$ cat src/rtl/cpu_pkg.sv
// Shared CPU definitions: load/store FSM states and width constants.
package cpu_pkg;

   // Default datapath / address width in bits.
   localparam int unsigned DataWDef    = 64;
   // Default log2 of access size in bytes (8-byte LDUR/STUR).
   localparam int unsigned AlignLg2Def = 3;
   // Architectural register number width.
   localparam int unsigned RegW        = 5;

   // Load/store unit FSM states.
   typedef enum logic [1:0] {
      StIdle = 2'd0,
      StReq  = 2'd1,
      StResp = 2'd2
   } ldst_state_e;

endpackage : cpu_pkg

$ cat src/rtl/ldst_agu.sv
// Address generation: base + sign-extended offset, carry discarded, plus a
// misalignment flag for the configured access size.
module ldst_agu
   import cpu_pkg::*;
#(
   parameter int unsigned DATA_W    = DataWDef,
   parameter int unsigned ALIGN_LG2 = AlignLg2Def
) (
   input  logic [DATA_W-1:0] base,
   input  logic [DATA_W-1:0] imm,
   output logic [DATA_W-1:0] addr,
   output logic              misaligned
);

   // Modular add; the carry out simply falls off the top.
   assign addr = base + imm;

   // Byte-sized accesses can never be misaligned.
   if (ALIGN_LG2 == 0) begin : g_byte
      assign misaligned = 1'b0;
   end else begin : g_chk
      assign misaligned = |addr[ALIGN_LG2-1:0];
   end

endmodule : ldst_agu

$ cat src/rtl/ldst_unit.sv
// Single-outstanding load/store unit: accepts one LDUR/STUR from EX, checks
// alignment, runs a req/ack handshake to data memory and returns load data.
module ldst_unit
   import cpu_pkg::*;
#(
   parameter int unsigned DATA_W    = DataWDef,
   parameter int unsigned ALIGN_LG2 = AlignLg2Def
) (
   input  logic              clk,
   input  logic              reset_n,
   input  logic              ex_valid,
   input  logic              ex_is_load,
   input  logic [DATA_W-1:0] ex_base,
   input  logic [DATA_W-1:0] ex_imm,
   input  logic [DATA_W-1:0] ex_wdata,
   input  logic [RegW-1:0]   ex_rd,
   input  logic              flush,
   output logic              stall,
   output logic              mem_req,
   output logic              mem_we,
   output logic [DATA_W-1:0] mem_addr,
   output logic [DATA_W-1:0] mem_wdata,
   input  logic              mem_ack,
   input  logic [DATA_W-1:0] mem_rdata,
   output logic              wb_valid,
   output logic [DATA_W-1:0] wb_data,
   output logic [RegW-1:0]   wb_rd,
   output logic              align_fault
);

   ldst_state_e       state_q, state_d;
   logic [DATA_W-1:0] addr_q, wdata_q, rdata_q, wb_data_q;
   logic [RegW-1:0]   rd_q, wb_rd_q;
   logic              is_load_q, killed_q, fault_q;
   logic [DATA_W-1:0] agu_addr;
   logic              agu_misaligned;
   logic              accept;

   ldst_agu #(
      .DATA_W    (DATA_W),
      .ALIGN_LG2 (ALIGN_LG2)
   ) u_agu (
      .base       (ex_base),
      .imm        (ex_imm),
      .addr       (agu_addr),
      .misaligned (agu_misaligned)
   );

   assign accept = (state_q == StIdle) && ex_valid && !flush;

   // Registered request fields stay on the bus unchanged until ack.
   assign mem_addr    = addr_q;
   assign mem_wdata   = wdata_q;
   assign align_fault = fault_q;

   // Writeback ports show fresh data only while wb_valid, otherwise the last
   // value actually written back (a killed load must not disturb them).
   assign wb_data = wb_valid ? rdata_q : wb_data_q;
   assign wb_rd   = wb_valid ? rd_q    : wb_rd_q;

   // State register.
   always_ff @(posedge clk or negedge reset_n) begin
      if (!reset_n) begin
         state_q <= StIdle;
      end else begin
         state_q <= state_d;
      end
   end

   // Next-state and handshake outputs.
   always_comb begin
      state_d  = state_q;
      stall    = 1'b0;
      mem_req  = 1'b0;
      mem_we   = 1'b0;
      wb_valid = 1'b0;
      unique case (state_q)
         StIdle: begin
            stall = ex_valid;
            if (accept && !agu_misaligned) begin
               state_d = StReq;
            end
         end
         StReq: begin
            stall   = 1'b1;
            mem_req = 1'b1;
            mem_we  = !is_load_q;
            if (mem_ack) begin
               state_d = StResp;
            end
         end
         StResp: begin
            stall    = 1'b1;
            // Flush arriving in this very cycle still cancels writeback.
            wb_valid = is_load_q && !killed_q && !flush;
            state_d  = StIdle;
         end
         default: begin
            state_d = StIdle;
         end
      endcase
   end

   // Operation latch, kill tracking, load data capture and writeback hold.
   always_ff @(posedge clk or negedge reset_n) begin
      if (!reset_n) begin
         addr_q    <= '0;
         wdata_q   <= '0;
         rd_q      <= '0;
         is_load_q <= 1'b0;
         killed_q  <= 1'b0;
         fault_q   <= 1'b0;
         rdata_q   <= '0;
         wb_data_q <= '0;
         wb_rd_q   <= '0;
      end else begin
         fault_q <= accept && agu_misaligned;
         if (accept) begin
            addr_q    <= agu_addr;
            wdata_q   <= ex_wdata;
            rd_q      <= ex_rd;
            is_load_q <= ex_is_load;
            killed_q  <= 1'b0;
         end else if ((state_q == StReq) && flush) begin
            // Bus cycle keeps running; only the writeback is cancelled.
            killed_q <= 1'b1;
         end
         if ((state_q == StReq) && mem_ack) begin
            rdata_q <= mem_rdata;
         end
         if (wb_valid) begin
            wb_data_q <= rdata_q;
            wb_rd_q   <= rd_q;
         end
      end
   end

endmodule : ldst_unit

$ cat config.mk
export PLATFORM = sky130hd
export DESIGN_NAME = ldst_unit
export DESIGN_NICKNAME = d
export VERILOG_FILES = /design/src/rtl/cpu_pkg.sv /design/src/rtl/ldst_agu.sv /design/src/rtl/ldst_unit.sv
export SDC_FILE = /design/constraint.sdc
export NUM_CORES = 1
export LEC_CHECK = 0
export ABC_AREA = 1
export CAP_MARGIN = 20
export CORE_MARGIN = 1
export CORE_UTILIZATION = 25
export DETAILED_ROUTE_END_ITERATION = 10
export GPL_ROUTABILITY_DRIVEN = 0
export HOLD_SLACK_MARGIN = 0.03
export SYNTH_ARGS = -nofsm -noshare
export SYNTH_HDL_FRONTEND = slang
export SYNTH_HIERARCHICAL = 1
export SYNTH_SLANG_ARGS = --single-unit
$ cat constraint.sdc
create_clock -name clk -period 2.1 [get_ports clk]
set_input_delay 0.21 -clock clk [delete_from_list [all_inputs] [get_ports clk]]
set_output_delay 0.21 -clock clk [all_outputs]
set_load 0.01 [all_outputs]
# After elaboration in Yosys (flattened, before gate mapping)
# Index checks and enable logic that the tools add are counted.
# classes
n_addsub	1
n_eq_ne	4
n_mux	11
reduce_logical	17
# op_table
op	n
adder 64 bit	1
2-to-1 mux 64 bit	1
logical AND 1 bit	8
2-to-1 mux 1 bit	5
2-to-1 mux 5 bit	1
zero test 1 bit	4
2-to-1 mux 2 bit	2
case mux 2 bit (2 select lines)	1
OR reduction 3 bit	1
equality test 2 x 1 -> 1 bit (second input constant)	1
equality test 2 bit (second input constant)	1
zero test 2 bit	1
!= test 2 x 1 -> 1 bit (second input constant)	1
!= test 2 bit (second input constant)	1
case mux 1 bit (2 select lines)	1
AND reduction 2 bit	1
nonzero test 2 bit	1
OR reduction 2 bit	1
# word_totals
regBits	271
in_bits	267
out_inout_bits	202
wordCells	43

# Logic depth before layout (Yosys ltp)
# Gate-level depths: netlist of the first run.
# logic_depth
ltp_word	6
depth_mapped	16
ltp_nobuf	16

# Hierarchy
# Netlist of the first run, hierarchy kept.
# modules_own_cells
module	instances	cells_each	area_per_inst_um2	seq_area_each_um2
ldst_unit	1	1163	10296.1	6781.5
ldst_agu	1	1286	5974.5	0.0

# Least setup slack after synthesis of the first run
# Ideal clock, no wire load.
# synth_path
path_kind	input port to flip-flop
start	input port ex_base[0]
end	register addr_q[60], in the netlist mem_addr[60]
setup_ns	0.117
arrival_time_ns	1.722
required_time_ns	1.983
slack_ns	0.261
cell_stages	16
n_path_buf	0
path_cell_list	ha_1 > fa_1 > nand3_1 > nand3_2 > nand2_1 > nand2_2 > nand2_1 > nand2_1 > nand2_1 > nand2_2 > nand2_1 > nand2_1 > nand2_1 > nand2_1 > nand2_1 > nand2_1
# synth_via
elab_chain_cells	1
# synth_rtl
item	line	text
start: declaration	ldst_unit.sv:13	input logic [DATA_W-1:0] ex_base,
adder 64 bit	ldst_agu.sv:16	assign addr = base + imm;
net agu_addr[60]	ldst_unit.sv:35	logic [DATA_W-1:0] agu_addr;
end signal: assignment	ldst_unit.sv:119	addr_q <= agu_addr;
end: declaration	ldst_unit.sv:32	logic [DATA_W-1:0] addr_q, wdata_q, rdata_q, wb_data_q;
# The timed path passes the listed nets, and every way through them passes these cells.
# A chain may end at the register's enable or synchronous reset.

# Worst setup path after layout of the first run
# layout_path
start	register state_q[0]
end	output port wb_data[38]
# layout_via
elab_chain_cells	3
# layout_rtl
item	line	text
start: declaration	ldst_unit.sv:31	ldst_state_e state_q, state_d;
start signal: assignment	ldst_unit.sv:64	state_q <= StIdle;
start signal: assignment	ldst_unit.sv:66	state_q <= state_d;
equality test 2 bit	ldst_unit.sv:77	unique case (state_q)
2-to-1 mux 1 bit	ldst_unit.sv:77	
2-to-1 mux 64 bit	n/a	
end: declaration	ldst_unit.sv:26	output logic [DATA_W-1:0] wb_data,
# No other way between the ends.

==> results of run 1 <==
==> flip-flops by register name, summed over array words and instances, names as in the netlist <==
name         cells
rdata_q         64
mem_wdata       64
wb_rd_q          5
killed_q         1
state_q          2
align_fault      1
is_load_q        1
wb_data_q       64
mem_addr        64
rd_q             5
==> report_power, final <==
group	internal (mW)	switching, mW
sequential	7.68	1.61
combinational	7.11	6.82
clock	3.40	2.30
==> worst paths after layout <==
check | cells past startpoint | to | slack, ps
setup / recovery | 10 | wb_data[38] | -150
hold / removal | 2 | rdata_q[36] | 150
setup reg to reg | 13 | wb_data_q[58] | 80
hold reg to reg | 2 | mem_addr[23] | 470
max in group asynchronous | 3 | wb_data_q[57] | 1270
min in group clk | 3 | mem_wdata[63] | 160
==> per-stage QoR <==
stage               TNS [ps]  hold slack, ps  total power [mW]  worst slack (ps)  cell area (um2)
global placement      -22710             162              21.3              -405            23600
CTS                   -13200             108              27.6              -263            25200
finish                 -5080             151              28.9              -145            26600
floorplan                  0           -85.6              13.9               261            16300
detailed placement    -24510             163              21.4              -429            23600
global route          -13460             147              30.8              -268            26600
==> layout make-up <==
class / count / area, um2 / area share
multi-input combinational: 1793 / 8760 / 0.330
timing repair buffer: 776 / 7620 / 0.287
sequential: 271 / 6780 / 0.255
inverter: 329 / 1240 / 0.0469
tap: 855 / 1070 / 0.0403
clock buffer: 40 / 870 / 0.0328
clock inverter: 17 / 201 / 0.00759
antenna: 1 / 2.50 / 0.0000942
==> worst max-delay path, delay by kind of cell (launching register included) <==
family	cells	cell delay [ps]
fa+ha+maj	1	150
simple gates	3	240
flops	1	390
buf+inv	6	660
==> metal layers <==
metal | track usage | wire, um | vias up
li1 | - | - | 8797
met1 | 0.225 | 26600 | 7822
met2 | 0.321 | 31700 | 464
met3 | 0.0300 | 3350 | 114
met4 | 0.0747 | 2630 | 0
met5 | 0 | 0 | -
==> kinds of logic (layout without fill, tap and decap cells) <==
kind of cell	count (synthesis)	in the layout
compound gates	47	47
simple gates	1645	1645
buf+inv	385	1162
xor+xnor	32	32
fa+ha+maj	69	69
flops	271	271
other cells	0	1
==> what timing repair did <==
action	4_1_cts	5_1_grt
gates resized for setup	348	289
hold endpoints to repair	271	0
endpoints found under the setup margin	73	76
hold buffers	1	0
buffers inserted	35	42
cloned	4	9
pin swaps	6	51
==> cell usage in the layout, fill, tap and decap left out, types with 53 or more instances in the layout <==
| master | count |
|---|---|
| nand2_1 | 1254 |
| clkdlybuf4s50_1 | 394 |
| inv_1 | 307 |
| dfrtp_1 | 271 |
| buf_4 | 258 |
| nand2_2 | 97 |
| nor2_1 | 91 |
| buf_6 | 80 |
| nand2_4 | 79 |
| ha_1 | 65 |
| nand3_1 | 53 |
==> impl_metrics.toml, run 1 <==
[status]
status = "finished with violations"
violations = "setup timing"

[timing]
period_share = 1.07
fmax_mhz = 445
grt_setup_unrepaired = "true"
relSlewSlack = 0.694
setup_ws_ps = -145
worst_slew_pin_slew_ps = 459
min_period_ps = 2250
finalClockSkew_ps = 19.5
finalSetupViolCount = 70
hold_violations = 0
slew_viol_final = 0

[die]
die_h_um = 257
row_count = 93
design.die.area_mm2 = 0.0661
die_w_um = 257
coreArea_mm2 = 0.0643
ioPinCount = 469
start_util = 0.253

[placed_design]
hpwl_um = 48900
io_buffers = 468
dpl.cell_count = 3941

[clocking]
clockBufferDepth = 3
cts.sinks = 271
cts-root-buf = "clkbuf_16"
cts_tree = "yes"
htree_levels = 1
path_clk_slew_ps = 60
cts-buffers-inserted = 31
clkLatencyLatePin_ps = 580

[routing]
ant_nets = 0
routedWlPerCell_um = 15.7
initialDrtViolationCount = 950
dr.pass1.iters = 5
vias_per_cell = 4.21
vias = 17197
wirelength_um = 64200
post-route-drc-count = 0

[pwr]
ir_drop_mv = 0.513
p_per_area_mw_per_mm2 = 1090
p_leak_nw = 14.8

[synth]
synthMuxAreaShare = 0
synth_ff_type = "dfrtp_1"
synth_area_leader_cell = "dfrtp_1"
synth_edf_count = 0
synth-seq-area-share = 0.417
synth.area.top_cells = "dfrtp_1, nand2_1, inv_1, ha_1, nor2_1"
synth.most_common_cell = "nand2_1"
synth_fa_ha_area_frac = 0.0535
yosysWarnings = 6
synth-seq-cells = 271
netlist_top_cells_count = "nand2_1, inv_1, dfrtp_1"
synth_fp_nets = 2785
synth_top_area_frac = 0.417
syn_inst = 2449
yosysUniqueCellTypes = 29
synthArstFlopShare = 1.00
synthXorXnorAreaFrac = 0.0172
synth_compound_area_frac = 0.0149
syn_avg_cell_area_um2 = 6.64
synth-simple-area-share = 0.402
netlist_area_mm2 = 0.0163
synth_top_family_by_area = "simple AND/OR/NAND/NOR gates"

[worst_setup_path]
r2r_start = "state_q[0]"
cp.arrival_ps = 2040
cp-end-kind = "output port"
critPathMaxStageDelay_ps = 390
path_cells = "inv_2, ha_4, nand3_4, inv_8, buf_6, buf_16, buf_4, nand2_2, nand2_2, buf_6"
crit_type = "reg2out"
cp_max_fo = 6
critPathSlowestCell = "dfrtp_1"
cp-start-kind = "register"
crit_path_start = "state_q[0]"
cp.required_ps = 1890

[final_layout]
nNetsFinal = 3538
final_core_util = 0.413
drive_gt1_frac = 0.210
synthToLayoutAreaGrowth_pct = 63.2
num-fill-cells = 6533
final_cells = 4082

[grt]
grt_overflow_total = 0
track_usage = 0.184
grt_max_degree = 80
grt_pass1_vias = 16908
antenna_found_initial = 1
grt_pass1_wl_um = 95100

[hold_path]
min_path_type = "in2async"

[flow_run]
maxCapViolCount = 0
Note: power is estimated with default switching activity, not from simulation.
==> run 2: changes to the inputs <==
- PLACE_DENSITY: unset -> 0.5
- SETUP_SLACK_MARGIN: unset -> 0.4
- SLEW_MARGIN: unset -> 20
==> run 2 against run 1 <==
  * The flow still finishes with violations (setup timing)
  * Critical path depth stayed put
  * Sequential power shrank 2.3%
  * Sequential cell count unchanged
  * Clock-buffer cell count up 7
  * Final cell count is essentially flat
  * Sequential share of layout area decreased by 0.84 points
  * Setup slack gained 40 ps
  * Clock skew shrank 7.8 ps
  * Die area stayed put
  * Power increased by 2.9%
  * Maximum frequency is 1.8% higher
  * Largest cell class unchanged
  * Largest power group unchanged
==> impl_metrics.toml, run 2 (synthesis gave the netlist of run 1 again) <==
[clocking]
cts.sinks = 271
cts_tree = "yes"
path_clk_slew_ps = 60
cts-buffers-inserted = 35
cts-root-buf = "clkbuf_16"
clkLatencyLatePin_ps = 530
htree_levels = 2
clockBufferDepth = 3

[final_layout]
synthToLayoutAreaGrowth_pct = 68.8
fin_area_mm2 = 0.0275
final_cell_mix = "nand2_1, clkdlybuf4s50_1, inv_1, dfrtp_1, buf_4"
drive_gt1_frac = 0.232
nNetsFinal = 3537
num-fill-cells = 6524
final_common_cell = "nand2_1"
final_cells = 4083

[worst_setup_path]
worst_r2r_path_depth = 13
path_cells = "inv_2, ha_4, nand3_4, inv_8, buf_6, buf_12, buf_6, nand2_2, nand2_2, buf_6"
critPathMaxStageDelay_ps = 390
path_delay_family = "buffers and inverters"
cp-start-kind = "register"
cp_max_fo = 6
crit_top_cell = "buf_6"
crit_buf_inv = 6
rr_endpoint = "mem_addr[58]"
endpoint = "wb_data[38]"
r2r_slack_ps = 70
critPathSlowestCell = "dfrtp_1"
cp.arrival_ps = 2000
crit_type = "reg2out"
crit_path_start = "state_q[0]"
cp-end-kind = "output port"
cp.required_ps = 1890
worstSetupPathDepth = 10
r2r_start = "state_q[1]"

[timing]
setup_ws_ps = -106
grt_setup_unrepaired = "true"
min_period_ps = 2210
slew_viol_final = 0
finalClockSkew_ps = 11.7
hold_violations = 0
fmax_mhz = 453
period_share = 1.05
relSlewSlack = 0.619
finalSetupViolCount = 59
worst_slew_pin_slew_ps = 572

[routing]
initialDrtViolationCount = 1083
ant_nets = 0
wirelength_um = 72600
vias = 17810
vias_per_cell = 4.36
dr.pass1.iters = 5
routedWlPerCell_um = 17.8
post-route-drc-count = 0

[grt]
track_usage = 0.210
antenna_found_initial = 1
grt_pass1_vias = 18254
grt_overflow_total = 0
grt_max_degree = 65
grt_pass1_wl_um = 107000

[die]
coreArea_mm2 = 0.0643
design.die.area_mm2 = 0.0661
start_util = 0.253
row_count = 93
die_h_um = 257
die_w_um = 257
ioPinCount = 469

[placed_design]
hpwl_um = 49700
io_buffers = 468
place_area_mm2 = 0.0234
dpl.cell_count = 3921
pre_cts_slack_ps = -472

[pwr]
ir_drop_mv = 0.472
p_per_area_mw_per_mm2 = 1080
p_leak_nw = 14.7

[hold_path]
min_path_type = "in2reg"

[status]
violations = "setup timing"
status = "finished with violations"

[flow_run]
maxCapViolCount = 0
run 2: changes by cell type in the layout (fill, tap and decap cells not counted), moves of 13 or more:
cell / delta
buf_4: -36
ha_1: -39
nand2_4: -58
nand2_2: +65
buf_6: -27
clkdlybuf4s50_1: -13
buf_16: +29
ha_4: +33
buf_2: +22
run 2: worst min path at each step:
stage          slack (ps)       endpoint  cells past startpoint       start
5_1_grt               190    mem_addr[0]                      4  ex_base[0]
6_report              200    mem_addr[0]                      4  ex_base[0]
3_5_place_dp          220  mem_wdata[20]                      1     reset_n
2_1_floorplan         -90    align_fault                      0     reset_n
4_1_cts               160    mem_addr[0]                      4  ex_base[0]
3_3_place_gp          210  mem_wdata[20]                      1     reset_n
run 2: layout make-up:
class                           instances  area (um2)  share of cell area
Multi-Input combinational cell       1793        9040               0.329
Timing Repair Buffer                  768        8060               0.293
Sequential cell                       271        6780               0.247
Inverter                              329        1280              0.0467
Tap cell                              855        1070              0.0390
Clock buffer                           47        1000              0.0365
Clock inverter                         16         148             0.00538
Timing Repair inverter                  3        70.1             0.00255
Antenna cell                            1        2.50           0.0000911
run 2: timing repair:
action                                  4_1_cts  5_1_grt
hold buffers                                  1        0
resized for setup                           541      164
endpoints found under the hold margin        47        0
pin swaps                                    30       25
buffers inserted                             33       20
endpoints found under the setup margin      341      350
cloned                                       28       16
run 2: where the power goes:
part           switching, mW  internal (mW)
logic                   7.28           7.36
registers               1.40           7.68
clock network           2.44           3.61
total                   11.1           18.6
run 2: per-layer routing:
layer	track usage	vias up	wire [um]
met5	0	-	0
met4	0.0771	0	2600
met3	0.0281	117	3040
met2	0.371	464	36200
met1	0.260	8413	30700
li1	-	8816	-
run 2: stage by stage:
| stage | hold slack (ps) | util | power, mW | setup TNS, ps |
|---|---|---|---|---|
| 6_report | 198 | 0.427 | 29.8 | -2600 |
| 5_1_grt | 191 | 0.427 | 31.7 | -10100 |
| 4_1_cts | 157 | 0.410 | 28.8 | -5930 |
| 3_5_place_dp | 218 | 0.364 | 21.1 | -31060 |
| 3_3_place_gp | 212 | 0.364 | 20.9 | -29340 |
| 2_1_floorplan | -85.6 | - | 13.9 | 0 |
run 2: worst reg2reg max path: stages, from the launching register on:
cell and delay, ps:
dfrtp_1 410, buf_4 150, buf_6 100, buf_6 120, inv_8 60, ha_4 130
nand2_4 60, nor2_4 100, buf_12 140, buf_16 210, clkinv_16 100, clkbuf_16 210
nand2_1 70, nand2_1 50
